File: src/rtl/if_fetch_stage_pkg.sv
// -----------------------------------------------------------------------------
// if_fetch_stage_pkg
//   Shared definitions for the RV32I instruction-fetch stage:
//     XLEN              datapath width (32)
//     NOP_INSTR_WORD    addi x0,x0,0, used as the bubble instruction
//     RESET_PC_DEFAULT  default first fetch address after reset
//     fetch_state_e     fetch control state, encoded as {req_valid, skid_valid}
//     fetch_entry_t     {pc, instr} pair carried through the skid buffer
//     next_seq_pc()     sequential successor of a PC (+4, wraps mod 2^32)
// -----------------------------------------------------------------------------
package if_fetch_stage_pkg;

    localparam int XLEN = 32;

    localparam logic [XLEN-1:0] NOP_INSTR_WORD   = 32'h0000_0013;
    localparam logic [XLEN-1:0] RESET_PC_DEFAULT = 32'h0000_0000;

    // The encoding is deliberately {req_valid, skid_valid} so the bits read
    // directly as "a ROM request is in flight" and "the skid holds an entry".
    // The combination 2'b11 is not a legal state and has no enumerator.
    typedef enum logic [1:0] {
        ST_EMPTY = 2'b00,  // nothing in flight, skid empty
        ST_HELD  = 2'b01,  // stalled, in-flight ROM word parked in the skid
        ST_RUN   = 2'b10   // one ROM request outstanding, data arrives next cycle
    } fetch_state_e;

    typedef struct packed {
        logic [XLEN-1:0] pc;
        logic [XLEN-1:0] instr;
    } fetch_entry_t;

    // Sequential PC; the adder simply drops the carry so 0xFFFF_FFFC -> 0.
    function automatic logic [XLEN-1:0] next_seq_pc(input logic [XLEN-1:0] pc);
        return pc + XLEN'(4);
    endfunction

endpackage : if_fetch_stage_pkg

File: src/rtl/if_fetch_stage_skid_buf.sv
// -----------------------------------------------------------------------------
// fetch_skid_buf
//   One-entry {pc, instr} holding register. The synchronous ROM only presents
//   its data for a single cycle, so when the pipeline stalls with a request in
//   flight the returned word is parked here until the stall releases.
//
// Ports
//   clk    in   1              clock, all updates on posedge
//   rst    in   1              synchronous active-high reset, empties buffer
//   load   in   1              capture din (ignored while already holding)
//   drain  in   1              entry consumed downstream, buffer empties
//   flush  in   1              discard any held entry (highest priority)
//   din    in   fetch_entry_t  entry to capture
//   valid  out  1              buffer holds an entry
//   dout   out  fetch_entry_t  held entry
// -----------------------------------------------------------------------------
module fetch_skid_buf
    import if_fetch_stage_pkg::*;
(
    input  logic         clk,
    input  logic         rst,
    input  logic         load,
    input  logic         drain,
    input  logic         flush,
    input  fetch_entry_t din,
    output logic         valid,
    output fetch_entry_t dout
);

    always_ff @(posedge clk) begin
        if (rst) begin
            valid      <= 1'b0;
            dout.pc    <= '0;
            dout.instr <= NOP_INSTR_WORD;
        end else if (flush) begin
            valid <= 1'b0;
        end else if (load && !valid) begin
            // A held entry is never overwritten: the stalled word must
            // survive however long the stall lasts.
            valid <= 1'b1;
            dout  <= din;
        end else if (drain) begin
            valid <= 1'b0;
        end
    end

endmodule : fetch_skid_buf

File: src/rtl/if_fetch_stage.sv
// -----------------------------------------------------------------------------
// if_fetch_stage
//   Instruction-fetch stage of the pipelined RV32I core. Owns the architectural
//   PC, issues addresses to a 1-cycle synchronous instruction ROM and presents
//   {pc, pc+4, instr, valid} to the IF/ID boundary. Redirects from EX flush the
//   stage and refetch from the target; stalls from the hazard unit freeze the
//   PC and IF/ID while a skid buffer catches the word already in flight.
//
// Parameters
//   RESET_PC    first fetch address after reset
//   NOP_INSTR   instruction word driven while id_valid_o=0
//
// Ports
//   clk            in   1   single clock, posedge
//   rst            in   1   synchronous reset, active-high
//   stall_i        in   1   hold PC and IF/ID outputs
//   redirect_i     in   1   taken branch / jal / jalr: flush and refetch
//   redirect_pc_i  in   32  redirect target
//   imem_en_o      out  1   ROM read enable (combinational)
//   imem_addr_o    out  32  ROM address, equals the PC register
//   imem_rdata_i   in   32  ROM data, valid the cycle after imem_en_o=1
//   id_pc_o        out  32  PC of the instruction in IF/ID
//   id_npc_o       out  32  id_pc_o + 4
//   id_instr_o     out  32  instruction word
//   id_valid_o     out  1   IF/ID holds a real instruction
//   misalign_o     out  1   sticky: a redirect target with [1:0]!=0 was seen
//
// Timing
//   Reset released at cycle 0 issues RESET_PC; id_valid_o rises at cycle 2.
//   Redirect at cycle N: target issued at N+1, visible in IF/ID at N+3.
// -----------------------------------------------------------------------------
module if_fetch_stage
    import if_fetch_stage_pkg::*;
#(
    parameter logic [XLEN-1:0] RESET_PC  = RESET_PC_DEFAULT,
    parameter logic [XLEN-1:0] NOP_INSTR = NOP_INSTR_WORD
) (
    input  logic            clk,
    input  logic            rst,
    input  logic            stall_i,
    input  logic            redirect_i,
    input  logic [XLEN-1:0] redirect_pc_i,
    output logic            imem_en_o,
    output logic [XLEN-1:0] imem_addr_o,
    input  logic [XLEN-1:0] imem_rdata_i,
    output logic [XLEN-1:0] id_pc_o,
    output logic [XLEN-1:0] id_npc_o,
    output logic [XLEN-1:0] id_instr_o,
    output logic            id_valid_o,
    output logic            misalign_o
);

    // Handshake with the ROM and IF/ID: an address is requested in a cycle
    // where imem_en_o=1 and its data must be consumed (into IF/ID or the
    // skid) on the very next clock edge; IF/ID only advances when stall_i=0,
    // and a redirect kills everything requested or held before it.

    // ------------------------------------------------------------------
    // State
    // ------------------------------------------------------------------
    fetch_state_e    state_q;      // {req_valid, skid_valid}, visible for debug
    fetch_state_e    state_d;
    logic [XLEN-1:0] pc_q;         // next address to fetch
    logic [XLEN-1:0] req_pc_q;     // address of the outstanding ROM request

    logic            issue;
    logic            skid_load;
    logic            skid_drain;
    logic            skid_flush;
    logic            skid_valid;
    fetch_entry_t    skid_din;
    fetch_entry_t    skid_dout;

    // IF/ID load source selection
    logic            load_valid;
    fetch_entry_t    load_entry;

    // ------------------------------------------------------------------
    // Fetch control FSM
    // ------------------------------------------------------------------
    always_ff @(posedge clk) begin
        if (rst) begin
            state_q <= ST_EMPTY;
        end else begin
            state_q <= state_d;
        end
    end

    always_comb begin
        state_d    = state_q;
        issue      = 1'b0;
        skid_load  = 1'b0;
        skid_drain = 1'b0;
        skid_flush = 1'b0;

        if (redirect_i) begin
            // Redirect wins over stall: drop the in-flight request and any
            // parked word, and do not fetch in this cycle.
            state_d    = ST_EMPTY;
            skid_flush = 1'b1;
        end else if (stall_i) begin
            // The word for an outstanding request is on the ROM bus only
            // now, so park it. HELD and EMPTY simply persist.
            if (state_q == ST_RUN) begin
                state_d   = ST_HELD;
                skid_load = 1'b1;
            end
        end else begin
            // Unstalled: always fetch pc_q. If a word was parked it drains
            // into IF/ID in the same cycle, so the refetch lines up behind it.
            issue   = 1'b1;
            state_d = ST_RUN;
            if (state_q == ST_HELD) begin
                skid_drain = 1'b1;
            end
        end
    end

    // ------------------------------------------------------------------
    // ROM interface
    // ------------------------------------------------------------------
    assign imem_en_o   = issue & ~rst;
    assign imem_addr_o = pc_q;

    // ------------------------------------------------------------------
    // PC and outstanding-request address
    // ------------------------------------------------------------------
    always_ff @(posedge clk) begin
        if (rst) begin
            pc_q     <= RESET_PC;
            req_pc_q <= '0;
        end else if (redirect_i) begin
            // Target taken exactly as given, including misaligned low bits.
            pc_q <= redirect_pc_i;
        end else if (issue) begin
            pc_q     <= next_seq_pc(pc_q);
            req_pc_q <= pc_q;
        end
    end

    always_ff @(posedge clk) begin
        if (rst) begin
            misalign_o <= 1'b0;
        end else if (redirect_i && (redirect_pc_i[1:0] != 2'b00)) begin
            misalign_o <= 1'b1;
        end
    end

    // ------------------------------------------------------------------
    // Skid buffer
    // ------------------------------------------------------------------
    always_comb begin
        skid_din.pc    = req_pc_q;
        skid_din.instr = imem_rdata_i;
    end

    fetch_skid_buf u_skid (
        .clk   (clk),
        .rst   (rst),
        .load  (skid_load),
        .drain (skid_drain),
        .flush (skid_flush),
        .din   (skid_din),
        .valid (skid_valid),
        .dout  (skid_dout)
    );

    // ------------------------------------------------------------------
    // IF/ID register
    // ------------------------------------------------------------------
    // A parked word is older than anything on the ROM bus, so it goes first.
    always_comb begin
        load_valid       = 1'b0;
        load_entry.pc    = req_pc_q;
        load_entry.instr = NOP_INSTR;
        if (skid_valid) begin
            load_valid = 1'b1;
            load_entry = skid_dout;
        end else if (state_q == ST_RUN) begin
            load_valid       = 1'b1;
            load_entry.pc    = req_pc_q;
            load_entry.instr = imem_rdata_i;
        end
    end

    always_ff @(posedge clk) begin
        if (rst) begin
            id_valid_o <= 1'b0;
            id_pc_o    <= '0;
            id_npc_o   <= '0;
            id_instr_o <= NOP_INSTR;
        end else if (redirect_i) begin
            id_valid_o <= 1'b0;
            id_instr_o <= NOP_INSTR;
        end else if (!stall_i) begin
            id_valid_o <= load_valid;
            id_instr_o <= load_valid ? load_entry.instr : NOP_INSTR;
            // PC fields keep their last value across bubbles.
            if (load_valid) begin
                id_pc_o  <= load_entry.pc;
                id_npc_o <= next_seq_pc(load_entry.pc);
            end
        end
    end

endmodule : if_fetch_stage

File: config.mk
export PLATFORM = sky130hd
export DESIGN_NAME = if_fetch_stage
export DESIGN_NICKNAME = d
export VERILOG_FILES = /design/src/rtl/if_fetch_stage_pkg.sv /design/src/rtl/if_fetch_stage_skid_buf.sv /design/src/rtl/if_fetch_stage.sv
export SDC_FILE = /design/constraint.sdc
export NUM_CORES = 1
export LEC_CHECK = 0
export CAP_MARGIN = 10
export CORE_UTILIZATION = 57
export DETAILED_ROUTE_END_ITERATION = 6
export PLACE_DENSITY = 0.86
export SLEW_MARGIN = 30
export SYNTH_ARGS = -nofsm -noshare
export SYNTH_HDL_FRONTEND = slang
export SYNTH_HIERARCHICAL = 1
export SYNTH_SLANG_ARGS = --single-unit
export TNS_END_PERCENT = 30
File: constraint.sdc
create_clock -name clk -period 4.2 [get_ports clk]
set_input_delay 0.63 -clock clk [delete_from_list [all_inputs] [get_ports clk]]
set_output_delay 0.63 -clock clk [all_outputs]
set_load 0.03 [all_outputs]
==> metrics.cfg <==
[status]
run_status = finished clean

[detailed_routing]
wirelength_mm = 27.82
drt_first_pass_iters = 5
num_vias = 9422
drt_iter0_drc = 853
drtAntennaViolNets = 0
route.detailed.wl_per_inst_microns = 17.20
viasPerCell = 5.827
drc_errors = 0

[critical_path]
criticalPathCategory = flop to flop
worstPathArrival_ns = 3.38
start_kind = flop
crit_chain = buf_4 > mux2i_1 > a2111o_1 > nand2b_1 > or4_1 > nand3_1
critical-path-slowest-cell = dfxtp_4
cp_data_required_time_ns = 4.66
worst_setup_ep_type = flop
cp_top_family = flip-flops
crit_path_max_fanout = 58
cp_num_buf_inv = 1
crit_path_max_incr_delay_ns = 0.81

[synth]
synth.top_cells.by_area = dfxtp_1 (42%), mux2i_1 (9.2%), nand2b_1 (7.1%), nand2_1 (4.4%), nor2_1 (3.8%)
syn_avg_cell_area_sq_um = 8.980
syn-num-nets = 1288
synth.yosys.seq_area_share_pct = 41.55
netlist_instances = 1218
synth_cell_type_count = 66
ys_async_sr_fraction_pct = 0
synth-seq-cells = 227
synth_enable_flop_cells = 0
synth_area_leader_cell = dfxtp_1
number_of_warning_messages_in_the_yosys_log = 6
synth_flop_cell = dfxtp_1
synthDominantCellAreaShare_pct = 41.55
synth_area_sq_mm = 0.01094
synth.cells.most_frequent = dfxtp_1 (227), nand2_1 (128), nand2b_1 (124)
leading_cell_type_by_number_of_instances_after_synthesis = dfxtp_1

[cells_and_area]
post_route_cells_drive_above_1_share_pct = 8.677
fin_nets = 1435
syn_to_final_growth_pct = 25.25
nFillCells = 1379
post_layout_nonfiller_instances = 1617
antenna_cells_inserted = 0

[clock_tree]
htree_num_levels = 1
clk_root_buffer_cell = clkbuf_16
tritoncts = built
clkLatencyLatePin_ns = 0.52
cts_setup_buffers = 0
clk_pin_slew_ns = 0.06
cts_num_sinks = 227
cts_hold_buf = 0
numCtsBuffers = 24
cts.repair.resized = 0
max-clock-path-buffers = 3

[die]
boundaryPins = 199
fp.dieW_microns = 140.5
floorplan.die_area_sq_mm = 0.01975
floorplan.core_area_sq_mm = 0.01877
rows = 50
dieHeight_microns = 140.5
floorplan.initialDensity_pct = 58.28

[worst_hold_path]
worst_hold_path_type = flop to flop

[sta]
setup_viol_count_final = 0
min_period_ns = 2.918
max_slew_margin_pct = 38.39
fraction_of_the_cycle_the_final_worst_path_needs_pct = 69.47
timing.final.max_slew_violations = 0
timing_worst_slew_pin_value_ns = 0.9241
finalSetupTns_ns = 0
clock.fmax_mhz = 342.7
finalHoldWorstSlack_ns = 0.4490
finalHoldViolCount = 0
rsz_0062_raised_after_global_routing = no
skew_ns = 0.01150

[placed_design]
detailed_placer_s_ending_hpwl_mm = 18.24
dp_cells = 1573
finalWeightedCongestion = 0.8892
placement.io_buffers = 198

[global_route]
first_global_vias = 8649
maximum_number_of_pins_on_one_net_before_global_route_repair = 133
groute.usage.overall_pct = 27.37
number_of_antenna_violations_at_the_first_check_in_global_routing = 0
wire_length_of_the_first_global_routing_pass_mm = 44.48
globalRoute.totalOverflow = 0

[pwr]
power_leakage_nw = 4.472
powerDensity_mw_per_mm2 = 364.3
ir_worst_vdd_mv = 0.3279

[job]
timing.max_cap.violations = 0

[placed cells by master, fill, tap and decap left out, types with 5 or more instances in the layout]
master / Yosys / layout
clkdlybuf4s50_1: 0 / 195
nor4_2: 6 / 6
nor4_1: 8 / 8
a21oi_1: 60 / 59
buf_4: 4 / 16
a211oi_1: 53 / 53
inv_1: 10 / 10
o211ai_1: 6 / 6
xnor2_1: 31 / 31
clkbuf_16: 0 / 25
nor3_1: 17 / 17
mux2_2: 32 / 32
nand3b_1: 6 / 6
nand4b_1: 6 / 6
a22oi_1: 33 / 33
o21ai_0: 24 / 24
dfxtp_1: 227 / 226
mux2i_1: 101 / 101
and3_1: 9 / 9
clkbuf_8: 0 / 5
nand2_1: 128 / 128
nand3_1: 41 / 41
nand4_1: 18 / 18
nand2b_1: 124 / 124
nor2_1: 111 / 110
xor2_1: 7 / 7
[stage by stage]
stage                     power [mW]  worst slack (ns)  util [%]  instance area, sq um
after global placement         2.732             1.430     68.36                 12830
final                          4.990             1.282     72.99                 13700
after detailed placement       2.740             1.360     68.36                 12830
after global routing           5.148             1.181     72.99                 13700
after floorplan                2.552             1.523         -                 10940
after CTS                      5.010             1.317     72.99                 13700
[power by group]
| group | internal, mW | switching (mW) | leakage [nW] |
|---|---|---|---|
| combinational | 0.202 | 0.238 | 2.21 |
| sequential | 2.20 | 0.0631 | 1.84 |
| clock | 1.42 | 0.869 | 0.424 |
| total | 3.82 | 1.17 | 4.47 |
[cells by family after synthesis]
kind of cell	synth area share (%)
buffers and inverters	5.251
AO/OA/AOI/OAI	12.83
flip-flops	41.55
XOR/XNOR	3.043
adder cells (fa/ha/maj)	0.2287
AND/OR/NAND/NOR	24.56
multiplexers	12.54
[tightest hold or removal path, stage by stage, from the launching register on]
cell	delay, ns
dfxtp_1	0.30
nand2_1	0.05
a21oi_1	0.05
[layer usage]
layer  routed length [microns]  track usage (%)  up-vias
met4                       442            6.522        0
met3                      1988            4.342       38
li1                          -                -     4598
met2                     12400            42.24      368
met1                     12990            39.93     4418
met5                         0                0        -
[path summary, 6_finish.rpt]
check        slack (ns)         start            to  cells past startpoint
max                1.28  u_skid/valid  id_npc_o[31]                      6
max reg2reg        1.28  u_skid/valid  id_npc_o[31]                      6
min reg2reg        0.45   id_npc_o[4]   id_npc_o[4]                      2
min                0.45   id_npc_o[4]   id_npc_o[4]                      2
[final cells by class]
class / count / area [sq um] / share of cell area [%]
Clock buffer: 33 / 705.7 / 5.151
Inverter: 10 / 37.54 / 0.2740
Sequential cell: 227 / 4548 / 33.20
Multi-Input combinational cell: 888 / 5843 / 42.65
Timing Repair Buffer: 214 / 2108 / 15.39
Clock inverter: 11 / 163.9 / 1.196
Tap cell: 234 / 292.8 / 2.137
[flip-flops by register name (all words and copies together), names as in the netlist]
| name | flops |
|---|---|
| id_instr_o | 32 |
| state_q | 2 |
| imem_addr_o | 32 |
| id_valid_o | 1 |
| u_skid/dout | 64 |
| req_pc_q | 32 |
| id_npc_o | 30 |
| u_skid/valid | 1 |
| misalign_o | 1 |
| id_pc_o | 32 |
(Power assumes the default switching activity.)
